--- src/rtl/spike_send_scheduler.sv ---
// -----------------------------------------------------------------------------
// spike_send_scheduler
//
// Per-tick drain controller between a core's outgoing-spike FIFO and the
// router link. Each tick starts a drain round. The round pops packets one at a
// time and presents each packet on a valid/ready port. A round ends when one
// of these happens:
//   - the FIFO is empty at a decision point, or
//   - the per-tick budget MAX_PER_TICK has been used up.
// Budget exhaustion with data still queued sets a sticky flag. A tick that
// arrives while a round is in progress also sets a sticky flag.
//
// Parameters
//   PACKET_WIDTH  width of one spike packet (opaque payload)
//   MAX_PER_TICK  packets allowed per round, >= 1
//   CNT_W         width of sent_count
//
// Ports
//   clk          clock
//   rst          synchronous, active-high reset
//   tick         1-cycle strobe that starts a drain round
//   err_clr      clears the sticky error flags
//   buf_empty    FIFO empty flag
//   buf_ren      FIFO read enable, 1-cycle pulse
//   buf_data     FIFO read data, valid the cycle after buf_ren
//   pkt_out      packet to the router (0 whenever pkt_valid is low)
//   pkt_valid    pkt_out valid
//   pkt_ready    router accepts when pkt_valid & pkt_ready
//   busy         high whenever a round is in progress
//   tick_done    1-cycle pulse that closes each round
//   sent_count   packets accepted in the current or last round
//   budget_err   sticky: budget reached with the FIFO still non-empty
//   overrun_err  sticky: tick arrived while busy
// -----------------------------------------------------------------------------
module spike_send_scheduler #(
  parameter int PACKET_WIDTH = 32,
  parameter int MAX_PER_TICK = 256,
  parameter int CNT_W        = $clog2(MAX_PER_TICK + 1)
) (
  input  logic                    clk,
  input  logic                    rst,
  input  logic                    tick,
  input  logic                    err_clr,
  input  logic                    buf_empty,
  output logic                    buf_ren,
  input  logic [PACKET_WIDTH-1:0] buf_data,
  output logic [PACKET_WIDTH-1:0] pkt_out,
  output logic                    pkt_valid,
  input  logic                    pkt_ready,
  output logic                    busy,
  output logic                    tick_done,
  output logic [CNT_W-1:0]        sent_count,
  output logic                    budget_err,
  output logic                    overrun_err
);

  typedef enum logic [2:0] {
    IDLE = 3'd0,  // waiting for a tick
    READ = 3'd1,  // FIFO pop issued this cycle
    WAIT = 3'd2,  // FIFO data arrives; captured at the end of this cycle
    SEND = 3'd3,  // packet presented, waiting for acceptance
    DONE = 3'd4   // round closed, tick_done pulses
  } state_t;

  state_t state;
  state_t state_nxt;

  localparam logic [CNT_W-1:0] BUDGET = CNT_W'(MAX_PER_TICK);

  // ---------------------------------------------------------------------------
  // Event decode
  // ---------------------------------------------------------------------------
  logic             accept;       // handshake completes at this edge
  logic [CNT_W-1:0] count_inc;    // sent_count after this acceptance
  logic             budget_hit;   // this acceptance uses the last budget slot
  logic             round_start;  // tick accepted from IDLE
  logic             overrun_evt;  // tick while a round is in progress
  logic             budget_evt;   // budget used up with data still queued

  // pkt_valid is only ever high in SEND, but qualify by state anyway so the
  // counters can never move outside a round.
  assign accept      = (state == SEND) && pkt_valid && pkt_ready;
  assign count_inc   = sent_count + CNT_W'(1);
  assign budget_hit  = (count_inc == BUDGET);
  assign round_start = (state == IDLE) && tick;
  // DONE counts as busy, so a tick on the tick_done cycle is an overrun.
  assign overrun_evt = tick && (state != IDLE);
  assign budget_evt  = accept && budget_hit && !buf_empty;

  // ---------------------------------------------------------------------------
  // State register
  // ---------------------------------------------------------------------------
  // NOTE: rst is sampled only on the clock edge (synchronous reset). Every
  // register in this block uses the same if (rst) ... else ... shape. All
  // sequential state is written with non-blocking assignments. This keeps
  // registers that read each other order-independent within a clock edge.
  always_ff @(posedge clk) begin
    if (rst) begin
      state <= IDLE;
    end else begin
      state <= state_nxt;
    end
  end

  // ---------------------------------------------------------------------------
  // Next-state logic
  // ---------------------------------------------------------------------------
  // NOTE: state_nxt gets a default before the case statement. Any path that
  // does not assign it then holds the current state, and no latch is inferred.
  always_comb begin
    state_nxt = state;
    unique case (state)
      IDLE: begin
        if (tick) begin
          state_nxt = buf_empty ? DONE : READ;
        end
      end
      READ: state_nxt = WAIT;
      WAIT: state_nxt = SEND;
      SEND: begin
        if (accept) begin
          // The budget check takes priority over the empty check. Data that
          // is still queued stays in the FIFO for the next round.
          if (budget_hit || buf_empty) begin
            state_nxt = DONE;
          end else begin
            state_nxt = READ;
          end
        end
      end
      DONE:    state_nxt = IDLE;
      default: state_nxt = IDLE;
    endcase
  end

  // ---------------------------------------------------------------------------
  // State-decoded outputs
  // ---------------------------------------------------------------------------
  // buf_ren comes only from READ. READ is entered only after buf_empty was
  // seen low, and only once the previous packet has been accepted. A pop
  // therefore never hits an empty FIFO and never overlaps a held packet.
  always_comb begin
    buf_ren   = (state == READ);
    busy      = (state != IDLE);
    tick_done = (state == DONE);
  end

  // ---------------------------------------------------------------------------
  // Packet holding register
  // ---------------------------------------------------------------------------
  // The packet is loaded in WAIT, one cycle after the pop. It is held
  // unchanged while the router stalls, and cleared on acceptance so that
  // pkt_out reads 0 whenever pkt_valid is low. A reset in the middle of a
  // round drops the held packet.
  always_ff @(posedge clk) begin
    if (rst) begin
      pkt_out   <= '0;
      pkt_valid <= 1'b0;
    end else if (state == WAIT) begin
      pkt_out   <= buf_data;
      pkt_valid <= 1'b1;
    end else if (accept) begin
      pkt_out   <= '0;
      pkt_valid <= 1'b0;
    end
  end

  // ---------------------------------------------------------------------------
  // Per-round accepted-packet counter
  // ---------------------------------------------------------------------------
  // The counter is cleared only when a tick is accepted from IDLE. Its value
  // stays visible after tick_done until the next round starts.
  always_ff @(posedge clk) begin
    if (rst) begin
      sent_count <= '0;
    end else if (round_start) begin
      sent_count <= '0;
    end else if (accept) begin
      sent_count <= count_inc;
    end
  end

  // ---------------------------------------------------------------------------
  // Sticky error flags
  // ---------------------------------------------------------------------------
  // The set condition is tested before err_clr. A clear that coincides with
  // a new error event therefore leaves the flag set.
  always_ff @(posedge clk) begin
    if (rst) begin
      budget_err  <= 1'b0;
      overrun_err <= 1'b0;
    end else begin
      if (budget_evt) begin
        budget_err <= 1'b1;
      end else if (err_clr) begin
        budget_err <= 1'b0;
      end

      if (overrun_evt) begin
        overrun_err <= 1'b1;
      end else if (err_clr) begin
        overrun_err <= 1'b0;
      end
    end
  end

endmodule

--- config.mk ---
export PLATFORM = sky130hd
export DESIGN_NAME = spike_send_scheduler
export DESIGN_NICKNAME = d
export VERILOG_FILES = /design/src/rtl/spike_send_scheduler.sv
export SDC_FILE = /design/constraint.sdc
export NUM_CORES = 1
export LEC_CHECK = 0
export CAP_MARGIN = 0
export CORE_ASPECT_RATIO = 0.8
export CORE_MARGIN = 1.5
export CORE_UTILIZATION = 41
export CTS_CLUSTER_SIZE = 25
export DETAILED_ROUTE_END_ITERATION = 7
export PLACE_DENSITY_LB_ADDON = 0.12
export SLEW_MARGIN = 20
export SYNTH_ARGS = -nofsm -noshare
export SYNTH_HDL_FRONTEND = slang
export SYNTH_SLANG_ARGS = --single-unit
export TNS_END_PERCENT = 1
--- constraint.sdc ---
create_clock -name clk -period 1.9 [get_ports clk]
set_input_delay 0.38 -clock clk [delete_from_list [all_inputs] [get_ports clk]]
set_output_delay 0.38 -clock clk [all_outputs]
set_load 0.01 [all_outputs]
==> results of run 1 <==
## critical path: stages (launching register included)
cell and delay, ns:
dfxtp_2 0.37, or3_4 0.39, dlygate4sd2_1 0.29
## cells by family (layout without fill, tap and decap cells)
kind of cell               Yosys count  in the layout  synth area share (%)
buffers and inverters               21            107                 5.039
AOI/OAI and AO/OA                   45             45                 13.35
DFF                                 47             47                 49.21
and+or+nand+nor                    107            107                 28.01
muxes                                1              1                0.5236
xor gates and xnor gates             7              7                 3.207
adders and majority gates            1              1                0.6543
## power by group
part	switching (µW)	leakage [µW]	internal, µW
combinational	252	0.000603	294
clock	318	0.0000513	386
sequential	52.8	0.000382	1060
total	623	0.00104	1740
## synth_stat cells (all sizes together), types with 2 or more instances
cell type  instances  share of area (%)
nor3               3                1.0
nor2              11                2.2
nand4              3                1.8
dfxtp             47                 49
nor4               6                2.0
and2               2               0.72
or4                2               0.79
clkbuf            16                3.7
nand2             37                7.3
nand3             34                8.9
xnor2              6                2.7
or2                2               0.65
a21oi             35                9.2
a2111oi            2               0.92
inv                4               0.79
nor3b              2               0.79
a21o               3                1.2
or3                2               0.72
## worst min path at each step
| stage | slack (ns) | end | cells after the start | from |
|---|---|---|---|---|
| floorplan | 0.48 | budget_err$_SDFFE_PP0P_ | 1 | buf_empty |
| global placement | 0.45 | pkt_out[20]$_SDFFE_PP0P_ | 2 | pkt_out[20]$_SDFFE_PP0P_ |
| detailed placement | 0.46 | pkt_out[31]$_SDFFE_PP0P_ | 2 | pkt_out[31]$_SDFFE_PP0P_ |
| CTS | 0.47 | pkt_out[31]$_SDFFE_PP0P_ | 2 | pkt_out[31]$_SDFFE_PP0P_ |
| global route | 0.49 | pkt_out[8]$_SDFFE_PP0P_ | 2 | pkt_out[8]$_SDFFE_PP0P_ |
| finish | 0.47 | pkt_out[31]$_SDFFE_PP0P_ | 2 | pkt_out[31]$_SDFFE_PP0P_ |
## stage by stage
stage	cells	power, µW	cell area [µm²]	util [%]	worst slack, ns
floorplan	229	1378	1912	-	0.3657
global placement	367	1668	2848	62.70	-0.06444
detailed placement	367	1672	2848	62.70	-0.08910
CTS	374	2363	2950	64.96	-0.02728
global route	375	2493	2975	65.51	0.1114
finish	375	2362	2975	65.51	0.1667
## layer usage
layer	wire (µm)	vias up	global-route usage, %
met2	2226	59	30.02
met5	0	-	0
met3	384	5	7.286
met1	2078	857	24.89
li1	-	969	-
met4	45	0	6.579
## layout make-up
cell class | count | area share, %
clock buffer | 6 | 2.439
clock inverter | 1 | 1.009
inverter | 4 | 0.5046
multi-input combinational | 161 | 29.98
sequential | 47 | 31.71
tap | 60 | 2.523
timing repair buffer | 96 | 31.83
## layout by cell type, fill, tap and decap left out, drive strengths merged
master / count
nor4b: 1
dlygate4sd2: 2
and2: 2
dfxtp: 47
nor2b: 1
or3: 2
ha: 1
or4: 2
nor4: 6
o21ai: 1
buf: 12
mux2i: 1
or2: 2
or3b: 1
xnor2: 6
o211ai: 1
o31ai: 1
inv: 4
nor3b: 2
o21bai: 1
a2111oi: 2
nand2: 37
nand4: 3
a21oi: 35
dlymetal6s2s: 1
clkbuf: 6
nor3: 3
xor2: 1
bufinv: 1
nand3: 34
o41ai: 1
clkdlybuf4s50: 81
nor2: 11
a21o: 3
## repair_timing
action	CTS	global route
pin swaps	1	0
setup endpoints to repair	3	2
resized for setup	3	6
setup buffers	0	1
## flip-flops by register name, summed over array words and instances, names as in the netlist
register,count
pkt_out,32
pkt_valid,1
sent_count,9
overrun_err,1
budget_err,1
state,3
==> run summary, run 1 <==
number of port buffers: 84
Worst IR Drop VDD: 0.0004924 V
register area: 943.4 µm²
Syn Inst Count: 229
drt drc: 0
Root Buffer: clkbuf_8
Syn Nets: 268
boundary pin count: 85
Syn Std Cell Area: 1912 µm²
FFs w/ async S/R, synth: 0%
Slew Limit Headroom: 61.75%
Layout fillers: 430
initial antenna violation count: 0
CTS tree: done
post-layout minimum cycle time: 1.733 ns
Vias: 1,890
multi-input logic area: 892.1 µm²
Post-Route WL: 4735 µm
Clock Latency Late Sink: 0.29 ns
Worst-path clk slew: 0.08 ns
largest net degree at the start of global routing: 34
layout cells sized above 1: 8.889%
final hold vios: 0
yosys warns: 0
Final Setup Violations: 0
Initial DRC Count: 63
maxcap violations: 0
vias in the first global route: 1,656
Final nets: 354
GRT Total Usage: 19.42%
wire per inst: 12.63 µm
synthesized flop and latch total: 47
Mean Syn Cell Area: 8.349 µm²
hold slack: 0.4661 ns
Worst Tran Pin Value: 0.5593 ns
global route overflow: 0
status: finished, final reports clean
Die Y: 64.08 µm
Clock Sinks: 47
Synth Flop Type: dfxtp_1
Setup Skew: 0.002550 ns
die width: 79.35 µm
Tcrit/Tclk final: 91.23%
Netlist cell types: 36
Startpoint Class: register
leakage power: 0.001036 µW
CP max FO: 6
area delta synth->final: 55.63%
first-pass GRT wire length: 7734 µm
crit path capture: busy
post-route ant nets: 0
Rows: 22
setup tns final: 0 ns
PD cells: 793.8 nW/µm²
Final Slew Violations: 0
Final HPWL DP: 3161 µm
count of flip-flops with a built-in enable after synthesis: 0
crit end category: output pin
cells on worst reg2reg path: 4
CTS H-tree depth: 2
CTS max path bufs: 2
Die Area: 5084 µm²
vias per cell: 5.040
reg2reg end: budget_err$_SDFFE_PP0P_
Routability Congestion: 0.7415
register area share after synthesis: 49.21%
class of the worst hold path: reg2reg
cts bufs inserted: 5
Initial Util: 42.09%
CP Launch Point: state[0]$_SDFFE_PP0P_
arrival time worst endpoint: 1.35 ns
drt first pass iters: 4
hold_buf cts: 0
critical path type: reg2out
Reg-to-Reg Start: sent_count[0]$_SDFFE_PP0P_
RSZ-0062 raised after global routing: false
ANT cells: 0
core footprint: 4542 µm²
R2R Setup Slk: 0.23 ns
Max Clk Rate: 576.9 MHz
required time of the critical path: 1.52 ns
(Power assumes the default switching activity.)
==> run 2, diff against run 1 <==
- CORE_ASPECT_RATIO: 0.8 -> 0.75
==> run 2 against run 1 <==
  * Critical path type unchanged
  * First-iteration DRC count is 84% higher
  * Sequential power hardly changed
  * Largest power group unchanged
  * Worst setup slack worse by 0.027 ns
==> run summary, run 2 (synthesis gave the netlist of run 1 again) <==
status: finished, final reports clean
CTS H-tree depth: 2 (unchanged)
Slew Limit Headroom: 60.20% (-1.5 points)
final setup margin: 0.1395 ns (-0.02722 ns)
Clock Latency Late Sink: 0.30 ns (about the same)
crit-path cells: or3_4 -> dlygate4sd2_1
Die Area: 5086 µm² (about the same)
PD cells: 770.3 nW/µm² (-3.0%)
CP max stage delay: 0.40 ns (about the same)
CTS tree: done
Routability Congestion: 0.8413 (+13%)
Worst Tran Pin Value: 0.5819 ns (+0.02262 ns)
number of port buffers: 84 (unchanged)
Largest regs: pkt_out (32), sent_count (9), state (3)
Post-Route WL: 4908 µm (+3.7%)
first-pass GRT wire length: 7983 µm (+3.2%)
largest net degree at the start of global routing: 34 (unchanged)
CP top delay family: simple AND/OR/NAND/NOR gates
Initial DRC Count: 116 (+84%)
Initial Util: 42.80% (+0.71 points)
wire per inst: 13.12 µm (+3.9%)
CTS max path bufs: 2 (unchanged)
Clock Sinks: 47 (unchanged)
max reg flops: 32 (unchanged)
Worst-path clk slew: 0.09 ns (about the same)
Final Slew Violations: 0 (unchanged)
Final HPWL DP: 3496 µm (+11%)
vias in the first global route: 1,703 (+2.8%)
CP max FO: 6 (unchanged)
final hold vios: 0 (unchanged)
Setup Skew: 0.007458 ns (+0.004907 ns)
leakage power: 0.001025 µW (-1.1%)
GRT Total Usage: 20.04% (+0.62 points)
Tcrit/Tclk final: 92.66% (+1.4 points)
largest reg by FF count: pkt_out
Worst IR Drop VDD: 0.0004944 V (+0.41%)
hold_buf cts: 0 (unchanged)
WP buf/inv: 1 (unchanged)
cts bufs inserted: 5 (unchanged)
drt first pass iters: 4 (unchanged)
Root Buffer: clkbuf_8
Vias: 1,898 (+0.42%)
maxcap violations: 0 (unchanged)
most frequent cells in the layout: clkdlybuf4s50_1 (81), dfxtp_1 (45), nand2_1 (37), a21oi_1 (35), nand3_1 (34)
Post CTS Setup Buffer Count: 0 (unchanged)
critical path type: reg2out
Die Y: 62.14 µm (-3.0%)
crit end category: output pin
final core occ: 66.08% (+0.57 points)
ANT cells: 0 (unchanged)
hold slack: 0.4693 ns (+0.003178 ns)
drt drc: 0 (unchanged)
core footprint: 4467 µm² (-1.7%)
arrival time worst endpoint: 1.38 ns (+0.03 ns)
vias per cell: 5.075 (+0.69%)
boundary pin count: 85 (unchanged)
layout cells sized above 1: 9.464% (+0.57 points)
Final nets: 355 (+0.28%)
area delta synth->final: 54.38%
die width: 81.85 µm (+3.2%)
post-layout minimum cycle time: 1.761 ns (+0.02722 ns)
Rows: 21 (-4.5%)
global route overflow: 0 (unchanged)
setup tns final: 0 ns (unchanged)
CP max-delay cell: or3_4
Max Clk Rate: 568.0 MHz (-1.5%)
Tot Pwr: 2273 µW (-3.7%)
Startpoint Class: register
post-route ant nets: 0 (unchanged)
RSZ-0062 raised after global routing: false
required time of the critical path: 1.52 ns (about the same)
initial antenna violation count: 0 (unchanged)
class of the worst hold path: reg2reg
Final Setup Violations: 0 (unchanged)
most common cell after layout, fill and taps aside: clkdlybuf4s50_1
Post-Place Setup Slack: -0.06130 ns (+0.02780 ns)
[run 2: cell types whose count changed in the layout (fill, tap and decap cells not counted), sizes merged]
cell,change
buf,+1
bufinv,-1
clkinvlp,+1
inv,+1
[run 2: worst paths after layout]
| kind | from | to | slack [ns] | depth (start not counted) |
|---|---|---|---|---|
| min reg2reg | pkt_out[29]$_SDFFE_PP0P_ | pkt_out[29]$_SDFFE_PP0P_ | 0.47 | 2 |
| max | state[0]$_SDFFE_PP0P_ | busy | 0.14 | 2 |
| min | pkt_out[29]$_SDFFE_PP0P_ | pkt_out[29]$_SDFFE_PP0P_ | 0.47 | 2 |
| max reg2reg | sent_count[2]$_SDFFE_PP0P_ | budget_err$_SDFFE_PP0P_ | 0.19 | 4 |
[run 2: worst min-delay path, delay by kind of cell (launching register included)]
family / cells / cell delay, ns
AOI/OAI and AO/OA: 1 / 0.06
and+or+nand+nor: 1 / 0.06
DFF: 1 / 0.32
[run 2: what timing repair did]
action | CTS | global route
gates resized for setup | 5 | 4
endpoints found under the setup margin | 3 | 2
hold endpoints to repair | 0 | 0
[run 2: routing by layer]
metal / wire length, µm / global-route usage [%] / up-vias
li1: - / - / 976
met1: 2317 / 26.42 / 875
met2: 2213 / 30.53 / 45
met3: 354 / 7.794 / 2
met4: 22 / 5.085 / 0
met5: 0 / 0 / -
[run 2: through the flow]
step	cells	instance area [µm²]
floorplan	229	1912
global route	374	2952
detailed placement	366	2846
CTS	374	2938
finish	374	2952
global placement	366	2846
[run 2: report_power, final]
group	total, µW	internal [µW]	switching, µW
sequential	1120	1060	56.7
clock	612	265	347
combinational	545	292	253
[run 2: cell type report]
cell class / instances / area [µm²]
inverters: 4 / 15.01
multi-input cells: 161 / 892.1
clock inverters: 2 / 16.27
repair buffers: 97 / 938.4
clock buffers: 6 / 72.57
well taps: 57 / 71.32
fillers: 393 / 1515
flip-flops and latches: 47 / 945.9
==> run 3, diff against run 2 <==
- ABC_AREA: default -> 1
- CORE_UTILIZATION: 41 -> 42
- MAX_ROUTING_LAYER: default -> met4
==> run 3 against run 2 <==
  * Fmax is 2.8% lower
  * Critical path depth grew 1
  * Global-route usage up 0.79 points
  * Sequential share of layout area shrank 0.30 points
  * Clock-buffer cell count unchanged
  * Sequential cell count is the same
  * Critical path type unchanged
  * Critical endpoint unchanged
==> run summary, run 3 <==
status: finished, final reports clean
Synth Area in Compound Gates: 15.81% (+2.5 points)
layout cells sized above 1: 7.225% (-2.2 points)
leakage power: 0.001046 µW (+2.0%)
class of the worst hold path: reg2reg
Clock Sinks: 47 (unchanged)
FFs w/ async S/R, synth: 0% (unchanged)
met3 usage: 7.299% (-0.49 points)
crit-path cells: inv_2 -> nand2_2 -> clkdlybuf4s50_1
Post-Route WL: 5271 µm (+7.4%)
drt first pass iters: 4 (unchanged)
Reg-to-Reg Start: sent_count[1]$_SDFFE_PP0P_
most instantiated library cell after synthesis: nand3_1
Initial DRC Count: 99 (-15%)
core footprint: 4519 µm² (+1.2%)
Final Slew Violations: 0 (unchanged)
first-pass GRT wire length: 8190 µm (+2.6%)
top cells by area, synth: dfxtp_1 (47%), nand3_1 (18%), a21oi_1 (11%)
most frequent cells in the layout: clkdlybuf4s50_1 (83), nand3_1 (71), dfxtp_1 (45), a21oi_1 (42), nand2_1 (26)
CP max stage delay: 0.55 ns (+0.15 ns)
top cell type's share of synthesized area: 47.18% (-2.0 points)
CTS tree: done
Worst-path clk slew: 0.08 ns (about the same)
Syn Nets: 305 (+14%)
crit end category: output pin
Routability Congestion: 0.8905 (+5.8%)
register area share after synthesis: 47.18% (-2.0 points)
Worst Tran Pin Value: 0.4809 ns (-0.1010 ns)
Hold Crit Start: budget_err$_SDFFE_PP0P_
RSZ-0062 raised after global routing: false
area delta synth->final: 49.00%
commonest cells in the netlist: nand3_1 (71), dfxtp_1 (47), a21oi_1 (42)
CP Launch Point: state[1]$_SDFFE_PP0P_
fraction of synthesized cell area in xor and xnor cells: 0.8783% (-2.3 points)
Post-Synth Simple-Gate Area: 28.17% (+0.16 points)
vias per cell: 5.191 (+2.3%)
CP max-delay cell: clkdlybuf4s50_1
vias in the first global route: 1,777 (+4.3%)
count of flip-flops with a built-in enable after synthesis: 0 (unchanged)
boundary pin count: 85 (unchanged)
required time of the critical path: 1.52 ns (about the same)
hold slack: 0.4774 ns (+0.008100 ns)
met2 Resource Use GR: 29.07% (-1.5 points)
Netlist cell types: 23 (-36%)
Root Buffer: clkbuf_8
met1 Use GR: 28.73% (+2.3 points)
die width: 82.57 µm (+0.88%)
setup tns final: 0 ns (unchanged)
post-layout minimum cycle time: 1.812 ns (+0.05125 ns)
CTS max path bufs: 2 (unchanged)
Post-Place Setup Slack: 0.09537 ns (+0.1567 ns)
Final Setup Violations: 0 (unchanged)
Final nets: 384 (+8.2%)
CP top delay family: buffers and inverters
critical path type: reg2out
arrival time worst endpoint: 1.43 ns (+0.05 ns)
wire per inst: 13.08 µm (-0.33%)
number of port buffers: 84 (unchanged)
Post-Synth Adder-Cell Area: 0.6274% (-0.027 points)
CP max FO: 7 (+1)
yosys warns: 0 (unchanged)
Setup Skew: 0.004594 ns (-0.002864 ns)
largest net degree at the start of global routing: 46 (+35%)
WP buf/inv: 2 (+1)
global route overflow: 0 (unchanged)
Startpoint Class: register
Tcrit/Tclk final: 95.36% (+2.7 points)
Die Y: 62.68 µm (+0.87%)
cell taking the most area after synthesis: dfxtp_1
Rows: 21 (unchanged)
final hold vios: 0 (unchanged)
synthesized flop and latch total: 47 (unchanged)
Worst IR Drop VDD: 0.0004914 V (-0.61%)
Slew Limit Headroom: 67.73% (+7.5 points)
Final HPWL DP: 3510 µm (+0.41%)
max reg flops: 32 (unchanged)
largest family of logic cells by synthesized area: simple AND/OR/NAND/NOR gates
PD cells: 735.5 nW/µm² (-4.5%)
Mean Syn Cell Area: 7.498 µm² (-10%)
Initial Util: 44.13% (+1.3 points)
final setup margin: 0.08822 ns (-0.05125 ns)
CTS H-tree depth: 2 (unchanged)
initial antenna violation count: 0 (unchanged)
maxcap violations: 0 (unchanged)
R2R Setup Slk: 0.22 ns (+0.03 ns)
Clock Latency Late Sink: 0.29 ns (about the same)
Syn Inst Count: 266 (+16%)
most common cell after layout, fill and taps aside: clkdlybuf4s50_1
Synth Flop Type: dfxtp_1
Vias: 2,092 (+10%)
ANT cells: 0 (unchanged)
GRT Total Usage: 20.84% (+0.79 points)
post-synthesis mux area share: 0% (-0.52 points)
cts bufs inserted: 5 (unchanged)
Die Area: 5175 µm² (+1.8%)
gr busiest metal: met2
Largest regs: pkt_out (32), sent_count (9), state (3)
post-route ant nets: 0 (unchanged)
Syn Std Cell Area: 1994 µm² (+4.3%)
Max Clk Rate: 551.9 MHz (-2.8%)
drt drc: 0 (unchanged)
largest reg by FF count: pkt_out
[run 3: what timing repair did]
item | 4_1_cts | 5_1_grt
hold buffers | 0 | 0
endpoints found under the setup margin | 2 | 3
buffers inserted | 0 | 0
endpoints found under the hold margin | 0 | 0
gates resized for setup | 3 | 2
[run 3: final timing paths]
path / to / depth (start not counted)
max: busy / 3
min: budget_err$_SDFFE_PP0P_ / 2
max reg2reg: state[0]$_SDFFE_PP0P_ / 11
min reg2reg: budget_err$_SDFFE_PP0P_ / 2
[run 3: final cells by class]
cell class	count	area, µm²
fill	420	1548
inverter	20	75.07
sequential	47	943.4
multi-input combinational	181	912.1
timing repair buffer	90	884.6
tap	57	71.32
clock buffer	6	72.57
clock inverter	2	12.51
[run 3: logic make-up after synthesis]
family,count (synthesis)
AO/OA/AOI/OAI,60
XOR/XNOR,2
adder cells (fa/ha/maj),1
buffers and inverters,38
flip-flops,47
AND/OR/NAND/NOR,118
[run 3: through the flow]
step | instance area (µm²) | total power, µW | instances | util [%]
CTS | 2967 | 2204 | 403 | 65.64
global route | 2972 | 2306 | 403 | 65.75
global placement | 2880 | 1628 | 395 | 63.73
floorplan | 1994 | 1361 | 266 | -
detailed placement | 2880 | 1629 | 395 | 63.73
finish | 2972 | 2185 | 403 | 65.75
[run 3: metal layers]
| metal | part of all wire [%] | vias up |
|---|---|---|
| li1 | - | 1064 |
| met1 | 45 | 944 |
| met2 | 44 | 78 |
| met3 | 9.9 | 6 |
| met4 | 0.74 | 0 |
| met5 | 0 | - |
[run 3: where the power goes]
group          switching [µW]  total [µW]  internal [µW]
logic                     258         516            258
clock network             322         579            257
registers                41.3        1090           1050
[run 3: worst reg2reg max path: cells and delay by family, from the launching register on]
kind | cells | cell delay (ns)
AOI/OAI and AO/OA | 1 | 0.10
adders and majority gates | 1 | 0.24
DFF | 1 | 0.40
and+or+nand+nor | 9 | 0.89
